--- config.mk ---
export PLATFORM = sky130hd
export DESIGN_NAME = wishbone_scheduler_flat
export DESIGN_NICKNAME = d
export VERILOG_FILES = /design/src/rtl/wishbone_scheduler_pkg.sv /design/src/rtl/wishbone_scheduler_if.sv /design/src/rtl/wishbone_scheduler_aging_priority_picker.sv /design/src/rtl/wishbone_scheduler.sv /design/src/flat_wrapper.sv
export SDC_FILE = /design/constraint.sdc
export NUM_CORES = 1
export LEC_CHECK = 0
export CAP_MARGIN = 20
export CORE_AREA = 2 2 161 163
export DETAILED_ROUTE_END_ITERATION = 8
export DIE_AREA = 0 0 163 165
export PLACE_DENSITY_LB_ADDON = 0.12
export SLEW_MARGIN = 40
export SYNTH_ARGS = -nofsm -noshare
export SYNTH_HDL_FRONTEND = slang
export SYNTH_SLANG_ARGS = --single-unit
--- constraint.sdc ---
create_clock -name clk -period 2.8 [get_ports clk]
set_input_delay 0.28 -clock clk [delete_from_list [all_inputs] [get_ports clk]]
set_output_delay 0.28 -clock clk [all_outputs]
set_load 0.02 [all_outputs]
--- src/rtl/wishbone_scheduler_pkg.sv ---
// Shared types and constants for the three-port Wishbone L2 scheduler.
package wishbone_scheduler_pkg;

    localparam int NUM_PORTS = 3;
    localparam int ADR_W     = 32;
    localparam int DATA_W    = 32;
    localparam int SEL_W     = DATA_W / 8;

    typedef logic [1:0] port_idx_t;

    localparam port_idx_t PORT_I     = 2'd0;
    localparam port_idx_t PORT_D     = 2'd1;
    localparam port_idx_t PORT_PF    = 2'd2;
    localparam port_idx_t GRANT_NONE = 2'd3;

    typedef enum logic {IDLE, BUSY} sched_state_t;

endpackage

--- src/rtl/wishbone_scheduler_if.sv ---
// Classic Wishbone bus bundle; master drives the request, slave returns ACK/DAT_S.
interface wishbone;
    import wishbone_scheduler_pkg::*;

    logic [ADR_W-1:0]  adr;
    logic [DATA_W-1:0] dat_m;
    logic [DATA_W-1:0] dat_s;
    logic [SEL_W-1:0]  sel;
    logic              cyc;
    logic              stb;
    logic              we;
    logic              ack;

    modport master (output adr, dat_m, sel, cyc, stb, we, input dat_s, ack);
    modport slave  (input adr, dat_m, sel, cyc, stb, we, output dat_s, ack);

endinterface

--- src/rtl/wishbone_scheduler_aging_priority_picker.sv ---
// Combinational winner select: starved requesters first, each tier ordered d-cache > i-cache > prefetcher.
module aging_priority_picker
    import wishbone_scheduler_pkg::*;
(
    input  logic [NUM_PORTS-1:0] req,
    input  logic [NUM_PORTS-1:0] starved,
    output port_idx_t            winner,
    output logic                 any_req
);

    logic [NUM_PORTS-1:0] cand;

    always_comb begin
        cand    = (|(req & starved)) ? (req & starved) : req;
        any_req = |req;
        winner  = GRANT_NONE;
        if (cand[PORT_D])
            winner = PORT_D;
        else if (cand[PORT_I])
            winner = PORT_I;
        else if (cand[PORT_PF])
            winner = PORT_PF;
    end

endmodule

--- src/rtl/wishbone_scheduler.sv ---
// Three-port Wishbone L2 scheduler: fixed priority with aging, one locked transaction in flight.
// Optional per-port grant/wait counters under `WISHBONE_SCHEDULER_PERF_EN.
module wishbone_scheduler
    import wishbone_scheduler_pkg::*;
#(
    parameter int STARVE_LIMIT = 16
) (
    input  logic      clk,
    input  logic      rst,
    wishbone.slave    input_wishbone0,
    wishbone.slave    input_wishbone1,
    wishbone.slave    input_wishbone2,
    wishbone.master   output_wishbone,
    output port_idx_t debug_grant
`ifdef WISHBONE_SCHEDULER_PERF_EN
    ,
    output logic [31:0] perf_grants0,
    output logic [31:0] perf_grants1,
    output logic [31:0] perf_grants2,
    output logic [31:0] perf_wait0,
    output logic [31:0] perf_wait1,
    output logic [31:0] perf_wait2
`endif
);

    localparam int CNT_W = $clog2(STARVE_LIMIT + 1);

    sched_state_t         state;
    port_idx_t            grant;
    logic [CNT_W-1:0]     wait_cnt [NUM_PORTS];

    logic [NUM_PORTS-1:0] cyc, stb, we, req, starved, wait_inc, ack_route;
    logic [ADR_W-1:0]     adr [NUM_PORTS];
    logic [DATA_W-1:0]    dat_m [NUM_PORTS];
    logic [DATA_W-1:0]    dat_s_route [NUM_PORTS];
    logic [SEL_W-1:0]     sel [NUM_PORTS];

    logic                 fwd_cyc, fwd_stb, fwd_we, grant_cyc, any_req;
    logic [ADR_W-1:0]     fwd_adr;
    logic [DATA_W-1:0]    fwd_dat_m;
    logic [SEL_W-1:0]     fwd_sel;
    port_idx_t            winner;

    assign cyc[0] = input_wishbone0.cyc;   assign stb[0] = input_wishbone0.stb;
    assign we[0]  = input_wishbone0.we;    assign adr[0] = input_wishbone0.adr;
    assign sel[0] = input_wishbone0.sel;   assign dat_m[0] = input_wishbone0.dat_m;
    assign cyc[1] = input_wishbone1.cyc;   assign stb[1] = input_wishbone1.stb;
    assign we[1]  = input_wishbone1.we;    assign adr[1] = input_wishbone1.adr;
    assign sel[1] = input_wishbone1.sel;   assign dat_m[1] = input_wishbone1.dat_m;
    assign cyc[2] = input_wishbone2.cyc;   assign stb[2] = input_wishbone2.stb;
    assign we[2]  = input_wishbone2.we;    assign adr[2] = input_wishbone2.adr;
    assign sel[2] = input_wishbone2.sel;   assign dat_m[2] = input_wishbone2.dat_m;

    assign input_wishbone0.ack   = ack_route[0];
    assign input_wishbone1.ack   = ack_route[1];
    assign input_wishbone2.ack   = ack_route[2];
    assign input_wishbone0.dat_s = dat_s_route[0];
    assign input_wishbone1.dat_s = dat_s_route[1];
    assign input_wishbone2.dat_s = dat_s_route[2];

    assign output_wishbone.cyc   = fwd_cyc;
    assign output_wishbone.stb   = fwd_stb;
    assign output_wishbone.we    = fwd_we;
    assign output_wishbone.adr   = fwd_adr;
    assign output_wishbone.dat_m = fwd_dat_m;
    assign output_wishbone.sel   = fwd_sel;

    assign req         = cyc & stb;
    assign debug_grant = grant;

    aging_priority_picker u_picker (
        .req     (req),
        .starved (starved),
        .winner  (winner),
        .any_req (any_req)
    );

    // The granted port is wired straight through so an abort drops CYC in the same cycle.
    always_comb begin
        fwd_cyc     = 1'b0;
        fwd_stb     = 1'b0;
        fwd_we      = 1'b0;
        fwd_adr     = '0;
        fwd_dat_m   = '0;
        fwd_sel     = '0;
        grant_cyc   = 1'b0;
        ack_route   = '0;
        dat_s_route = '{default: '0};
        for (int p = 0; p < NUM_PORTS; p++) begin
            starved[p]  = (wait_cnt[p] == CNT_W'(STARVE_LIMIT));
            wait_inc[p] = req[p] && ((state == IDLE) ? (winner != port_idx_t'(p))
                                                     : (grant != port_idx_t'(p)));
            if (state == BUSY && grant == port_idx_t'(p)) begin
                grant_cyc      = cyc[p];
                fwd_cyc        = cyc[p];
                fwd_stb        = stb[p];
                fwd_we         = we[p];
                fwd_adr        = adr[p];
                fwd_dat_m      = dat_m[p];
                fwd_sel        = sel[p];
                ack_route[p]   = cyc[p] & output_wishbone.ack & ~rst;
                dat_s_route[p] = output_wishbone.dat_s;
            end
        end
    end

    always_ff @(posedge clk) begin
        if (rst) begin
            state <= IDLE;
            grant <= GRANT_NONE;
            for (int p = 0; p < NUM_PORTS; p++)
                wait_cnt[p] <= '0;
        end else begin
            for (int p = 0; p < NUM_PORTS; p++) begin
                if (!wait_inc[p])
                    wait_cnt[p] <= '0;
                else if (!starved[p])
                    wait_cnt[p] <= wait_cnt[p] + CNT_W'(1);
            end
            case (state)
                IDLE: begin
                    if (any_req) begin
                        state <= BUSY;
                        grant <= winner;
                    end
                end
                BUSY: begin
                    if (output_wishbone.ack || !grant_cyc) begin
                        state <= IDLE;
                        grant <= GRANT_NONE;
                    end
                end
                default: begin
                    state <= IDLE;
                    grant <= GRANT_NONE;
                end
            endcase
        end
    end

`ifdef WISHBONE_SCHEDULER_PERF_EN
    logic [31:0] perf_g [NUM_PORTS];
    logic [31:0] perf_w [NUM_PORTS];

    always_ff @(posedge clk) begin
        if (rst) begin
            for (int p = 0; p < NUM_PORTS; p++) begin
                perf_g[p] <= '0;
                perf_w[p] <= '0;
            end
        end else begin
            for (int p = 0; p < NUM_PORTS; p++) begin
                if (state == IDLE && any_req && winner == port_idx_t'(p))
                    perf_g[p] <= perf_g[p] + 32'd1;
                if (wait_inc[p])
                    perf_w[p] <= perf_w[p] + 32'd1;
            end
        end
    end

    assign perf_grants0 = perf_g[0];
    assign perf_grants1 = perf_g[1];
    assign perf_grants2 = perf_g[2];
    assign perf_wait0   = perf_w[0];
    assign perf_wait1   = perf_w[1];
    assign perf_wait2   = perf_w[2];
`endif

endmodule

--- src/flat_wrapper.sv ---
// flat-port wrapper written by rule: the top's interface ports become plain ports
module wishbone_scheduler_flat import wishbone_scheduler_pkg::*;
#(
    parameter int STARVE_LIMIT = 16
)
  (clk, rst, debug_grant, input_wishbone0_adr, input_wishbone0_dat_m, input_wishbone0_sel, input_wishbone0_cyc, input_wishbone0_stb, input_wishbone0_we, input_wishbone0_dat_s, input_wishbone0_ack, input_wishbone1_adr, input_wishbone1_dat_m, input_wishbone1_sel, input_wishbone1_cyc, input_wishbone1_stb, input_wishbone1_we, input_wishbone1_dat_s, input_wishbone1_ack, input_wishbone2_adr, input_wishbone2_dat_m, input_wishbone2_sel, input_wishbone2_cyc, input_wishbone2_stb, input_wishbone2_we, input_wishbone2_dat_s, input_wishbone2_ack, output_wishbone_adr, output_wishbone_dat_m, output_wishbone_sel, output_wishbone_cyc, output_wishbone_stb, output_wishbone_we, output_wishbone_dat_s, output_wishbone_ack);
  wishbone input_wishbone0_i ();
  wishbone input_wishbone1_i ();
  wishbone input_wishbone2_i ();
  wishbone output_wishbone_i ();
  input  logic clk;
  input  logic rst;
  output port_idx_t debug_grant;
  input wire logic [$bits(input_wishbone0_i.adr)-1:0] input_wishbone0_adr;
  input wire logic [$bits(input_wishbone0_i.dat_m)-1:0] input_wishbone0_dat_m;
  input wire logic [$bits(input_wishbone0_i.sel)-1:0] input_wishbone0_sel;
  input wire logic [$bits(input_wishbone0_i.cyc)-1:0] input_wishbone0_cyc;
  input wire logic [$bits(input_wishbone0_i.stb)-1:0] input_wishbone0_stb;
  input wire logic [$bits(input_wishbone0_i.we)-1:0] input_wishbone0_we;
  output wire logic [$bits(input_wishbone0_i.dat_s)-1:0] input_wishbone0_dat_s;
  output wire logic [$bits(input_wishbone0_i.ack)-1:0] input_wishbone0_ack;
  input wire logic [$bits(input_wishbone1_i.adr)-1:0] input_wishbone1_adr;
  input wire logic [$bits(input_wishbone1_i.dat_m)-1:0] input_wishbone1_dat_m;
  input wire logic [$bits(input_wishbone1_i.sel)-1:0] input_wishbone1_sel;
  input wire logic [$bits(input_wishbone1_i.cyc)-1:0] input_wishbone1_cyc;
  input wire logic [$bits(input_wishbone1_i.stb)-1:0] input_wishbone1_stb;
  input wire logic [$bits(input_wishbone1_i.we)-1:0] input_wishbone1_we;
  output wire logic [$bits(input_wishbone1_i.dat_s)-1:0] input_wishbone1_dat_s;
  output wire logic [$bits(input_wishbone1_i.ack)-1:0] input_wishbone1_ack;
  input wire logic [$bits(input_wishbone2_i.adr)-1:0] input_wishbone2_adr;
  input wire logic [$bits(input_wishbone2_i.dat_m)-1:0] input_wishbone2_dat_m;
  input wire logic [$bits(input_wishbone2_i.sel)-1:0] input_wishbone2_sel;
  input wire logic [$bits(input_wishbone2_i.cyc)-1:0] input_wishbone2_cyc;
  input wire logic [$bits(input_wishbone2_i.stb)-1:0] input_wishbone2_stb;
  input wire logic [$bits(input_wishbone2_i.we)-1:0] input_wishbone2_we;
  output wire logic [$bits(input_wishbone2_i.dat_s)-1:0] input_wishbone2_dat_s;
  output wire logic [$bits(input_wishbone2_i.ack)-1:0] input_wishbone2_ack;
  output wire logic [$bits(output_wishbone_i.adr)-1:0] output_wishbone_adr;
  output wire logic [$bits(output_wishbone_i.dat_m)-1:0] output_wishbone_dat_m;
  output wire logic [$bits(output_wishbone_i.sel)-1:0] output_wishbone_sel;
  output wire logic [$bits(output_wishbone_i.cyc)-1:0] output_wishbone_cyc;
  output wire logic [$bits(output_wishbone_i.stb)-1:0] output_wishbone_stb;
  output wire logic [$bits(output_wishbone_i.we)-1:0] output_wishbone_we;
  input wire logic [$bits(output_wishbone_i.dat_s)-1:0] output_wishbone_dat_s;
  input wire logic [$bits(output_wishbone_i.ack)-1:0] output_wishbone_ack;
  assign input_wishbone0_i.adr = input_wishbone0_adr;
  assign input_wishbone0_i.dat_m = input_wishbone0_dat_m;
  assign input_wishbone0_i.sel = input_wishbone0_sel;
  assign input_wishbone0_i.cyc = input_wishbone0_cyc;
  assign input_wishbone0_i.stb = input_wishbone0_stb;
  assign input_wishbone0_i.we = input_wishbone0_we;
  assign input_wishbone0_dat_s = input_wishbone0_i.dat_s;
  assign input_wishbone0_ack = input_wishbone0_i.ack;
  assign input_wishbone1_i.adr = input_wishbone1_adr;
  assign input_wishbone1_i.dat_m = input_wishbone1_dat_m;
  assign input_wishbone1_i.sel = input_wishbone1_sel;
  assign input_wishbone1_i.cyc = input_wishbone1_cyc;
  assign input_wishbone1_i.stb = input_wishbone1_stb;
  assign input_wishbone1_i.we = input_wishbone1_we;
  assign input_wishbone1_dat_s = input_wishbone1_i.dat_s;
  assign input_wishbone1_ack = input_wishbone1_i.ack;
  assign input_wishbone2_i.adr = input_wishbone2_adr;
  assign input_wishbone2_i.dat_m = input_wishbone2_dat_m;
  assign input_wishbone2_i.sel = input_wishbone2_sel;
  assign input_wishbone2_i.cyc = input_wishbone2_cyc;
  assign input_wishbone2_i.stb = input_wishbone2_stb;
  assign input_wishbone2_i.we = input_wishbone2_we;
  assign input_wishbone2_dat_s = input_wishbone2_i.dat_s;
  assign input_wishbone2_ack = input_wishbone2_i.ack;
  assign output_wishbone_adr = output_wishbone_i.adr;
  assign output_wishbone_dat_m = output_wishbone_i.dat_m;
  assign output_wishbone_sel = output_wishbone_i.sel;
  assign output_wishbone_cyc = output_wishbone_i.cyc;
  assign output_wishbone_stb = output_wishbone_i.stb;
  assign output_wishbone_we = output_wishbone_i.we;
  assign output_wishbone_i.dat_s = output_wishbone_dat_s;
  assign output_wishbone_i.ack = output_wishbone_ack;
  wishbone_scheduler #(.STARVE_LIMIT(STARVE_LIMIT)) u_core (.clk(clk), .rst(rst), .input_wishbone0(input_wishbone0_i), .input_wishbone1(input_wishbone1_i), .input_wishbone2(input_wishbone2_i), .output_wishbone(output_wishbone_i), .debug_grant(debug_grant));
endmodule
==> results.json <==
{
  "status": "finished, final reports clean",
  "max-cap-violations": 0,
  "grt_max_degree": 64,
  "gp_congestion": 0.772,
  "wl_per_cell_um": 18.1,
  "synth_mux_area_share_pct": 18.8,
  "cts_tree": "done",
  "fin_crit_sh_pct": 92.1,
  "placed_area_um2": 8360,
  "regArea_um2": 519,
  "grt_antenna_before_repair": 0,
  "area_growth_pct": 124,
  "clock_latency_ps": 250,
  "critPathLaunchType": "flop",
  "grt_pass1_vias": 5154,
  "synth-adder-area-share_pct": 1.99,
  "final_net_count": 1189,
  "yosysSeqAreaShare_pct": 13.5,
  "fp.coreArea_um2": 25000,
  "clock-skew-final_ps": 6.10,
  "final_common_cell": "clkdlybuf4s50_1",
  "worst_setup_path_end_kind": "primary output",
  "synth_cell_types": 41,
  "arrival_ps": 2300,
  "yosys.area_share.simple_pct": 42.6,
  "path_class": "flop to primary output",
  "mostFrequentLayoutCells": "clkdlybuf4s50_1, and2_1, nand2_1",
  "max_freq_mhz": 388,
  "required_ps": 2520,
  "cpPeakStageDelay_ps": 610,
  "power.leakage_nw": 3.57,
  "place_ws_ps": 469,
  "antenna_cells": 0,
  "initial_core_util_pct": 15.1,
  "portBuffers": 419,
  "synth-xor-area-share_pct": 1.86,
  "peakVddDrop_mv": 0.168,
  "slowest_stage": "clkdlybuf4s50_1",
  "finalCriticalPeriod_ps": 2580,
  "multi_input_area_um2": 3040,
  "drv_slew": 0,
  "worstReg2RegStart": "u_core.wait_cnt[2][0]$_SDFFCE_PN0P_",
  "overflow": 0,
  "tns_ps": 0,
  "track_usage_pct": 15.6,
  "syn-num-nets": 803,
  "synthArstFlopShare_pct": 0,
  "synth_compound_area_share_pct": 15.0,
  "die_h_um": 165,
  "fin_area_um2": 8450,
  "reg2reg_setup_slack_ps": 520,
  "fin_ws_ps": 222,
  "synth_warnings": 0,
  "num-fill-cells": 2678,
  "setup-violations-final": 0,
  "ios": 420,
  "ys.flop_type": "edfxtp_1",
  "avgSynthCellArea_um2": 6.88,
  "cp_max_fo": 31,
  "yosys_register_bits": 18,
  "worstPathCellList": "buf_12 -> mux2i_1 -> o21ai_0 -> and2_1 -> clkdlybuf4s50_1",
  "holdPathEnd": "u_core.wait_cnt[0][0]$_SDFFCE_PN0P_",
  "grt_pass1_wl_um": 32300,
  "reg2reg_to": "u_core.wait_cnt[1][4]$_SDFFCE_PN0P_",
  "synth_top_family_by_area": "simple AND/OR/NAND/NOR gates",
  "syn-instance-count": 549,
  "hpwlAfterDp_um": 18400,
  "num_rows": 58,
  "hold_violations": 0,
  "die_area_um2": 26900,
  "hold_buffers": 0,
  "drtIter0Drc": 204,
  "via_count": 5184,
  "wl_um": 22800,
  "die-width_um": 163,
  "drive_gt1_share_pct": 2.68,
  "numClockSinks": 18,
  "route.detailed.drc": 0,
  "tightest_slew_ps": 578,
  "cts_buffers": 3,
  "slew_headroom_pct": 61.2,
  "power.density_nw_per_um2": 195,
  "cts_root_buffer": "clkbuf_16",
  "crit_start": "u_core.debug_grant[0]$_SDFFE_PP1P_",
  "reg2reg_depth": 6,
  "rsz0062_at_grt": "false",
  "syn-cell-area_um2": 3780,
  "cts_resized": 0,
  "holdPathStages": 3,
  "viasPerCell": 4.10,
  "hold_class": "flop to flop",
  "dr.pass1.iters": 4,
  "clk_pin_slew_ps": 60,
  "worstHoldStart": "u_core.wait_cnt[0][0]$_SDFFCE_PN0P_",
  "htreeDepth": 1,
  "synth_edf_count": 15,
  "cts_buffer_depth": 2,
  "post_cts.repair.setup_buffers": 0,
  "ant_nets": 0
}
stage by stage:
step	util, %	hold WS [ps]	std cells	power (mW)
floorplan	-	571	549	0.726
detailed placement	33.4	694	1260	1.35
global placement	33.4	699	1260	1.36
global route	33.7	758	1264	1.75
CTS	33.7	704	1264	1.67
finish	33.7	697	1264	1.65
sequential cells by signal, indices dropped and copies added (netlist names):
| register | cells |
|---|---|
| u_core.wait_cnt | 15 |
| u_core.debug_grant | 2 |
| u_core.state | 1 |
critical path: cells and delay by family (launching register included):
family	cells	cell delay, ps
and+or+nand+nor	1	190
muxes	1	110
AOI/OAI and AO/OA	1	280
buffers and inverters	2	880
DFF	1	530
cell usage after synthesis (all sizes together) (2+ instances only):
library cell	count	area share, %
mux2i	71	19
edfxtp	15	12
nand2	79	7.9
inv	6	0.60
nor2b	2	0.33
a211oi	5	0.99
and3	34	5.6
o21ai	71	9.4
nand4bb	3	0.89
clkbuf	40	4.0
or3	3	0.63
a211o	3	0.70
buf	12	1.7
o22ai	2	0.33
a21oi	14	1.9
and2	135	22
nor3	3	0.40
ha	6	2.0
and4	2	0.46
nand4b	2	0.46
xor2	5	1.2
nor2	2	0.20
dfxtp	3	1.6
nand3	14	1.9
xnor2	3	0.70
layer usage:
| metal | vias up | wire length, um | track usage, % |
|---|---|---|---|
| met2 | 184 | 12000 | 29.3 |
| met1 | 2316 | 8800 | 17.8 |
| li1 | 2660 | - | - |
| met5 | - | 0 | 0 |
| met3 | 24 | 1670 | 4.22 |
| met4 | 0 | 398 | 2.86 |
report_power, final:
| part | total (mW) | internal, mW | switching [mW] |
|---|---|---|---|
| sequential | 0.325 | 0.294 | 0.0304 |
| clock | 0.315 | 0.217 | 0.0980 |
| combinational | 1.01 | 0.580 | 0.427 |
| total | 1.65 | 1.09 | 0.555 |
how the worst max path moves through the flow:
stage / endpoint
detailed placement: u_core.wait_cnt[1][0]$_SDFFCE_PN0P_
floorplan: u_core.wait_cnt[2][0]$_SDFFCE_PN0P_
CTS: output_wishbone_dat_m[13]
global route: output_wishbone_adr[3]
finish: output_wishbone_dat_m[13]
global placement: output_wishbone_dat_m[13]
cell type report:
class                           instances  area share [%]
Timing Repair Buffer                  433            51.6
Multi-Input combinational cell        473            36.0
Sequential cell                        18            6.15
Tap cell                              330            4.89
Inverter                                6           0.267
Clock buffer                            4            1.05
kinds of logic (layout without fill, tap and decap cells):
family          after synthesis  count (layout)
compound gates              103             103
xor+xnor                      8               8
mux                          71              71
fa+ha+maj                     6               6
simple gates                285             285
flops                        18              18
buf+inv                      58             443
(Power assumes the default switching activity.)
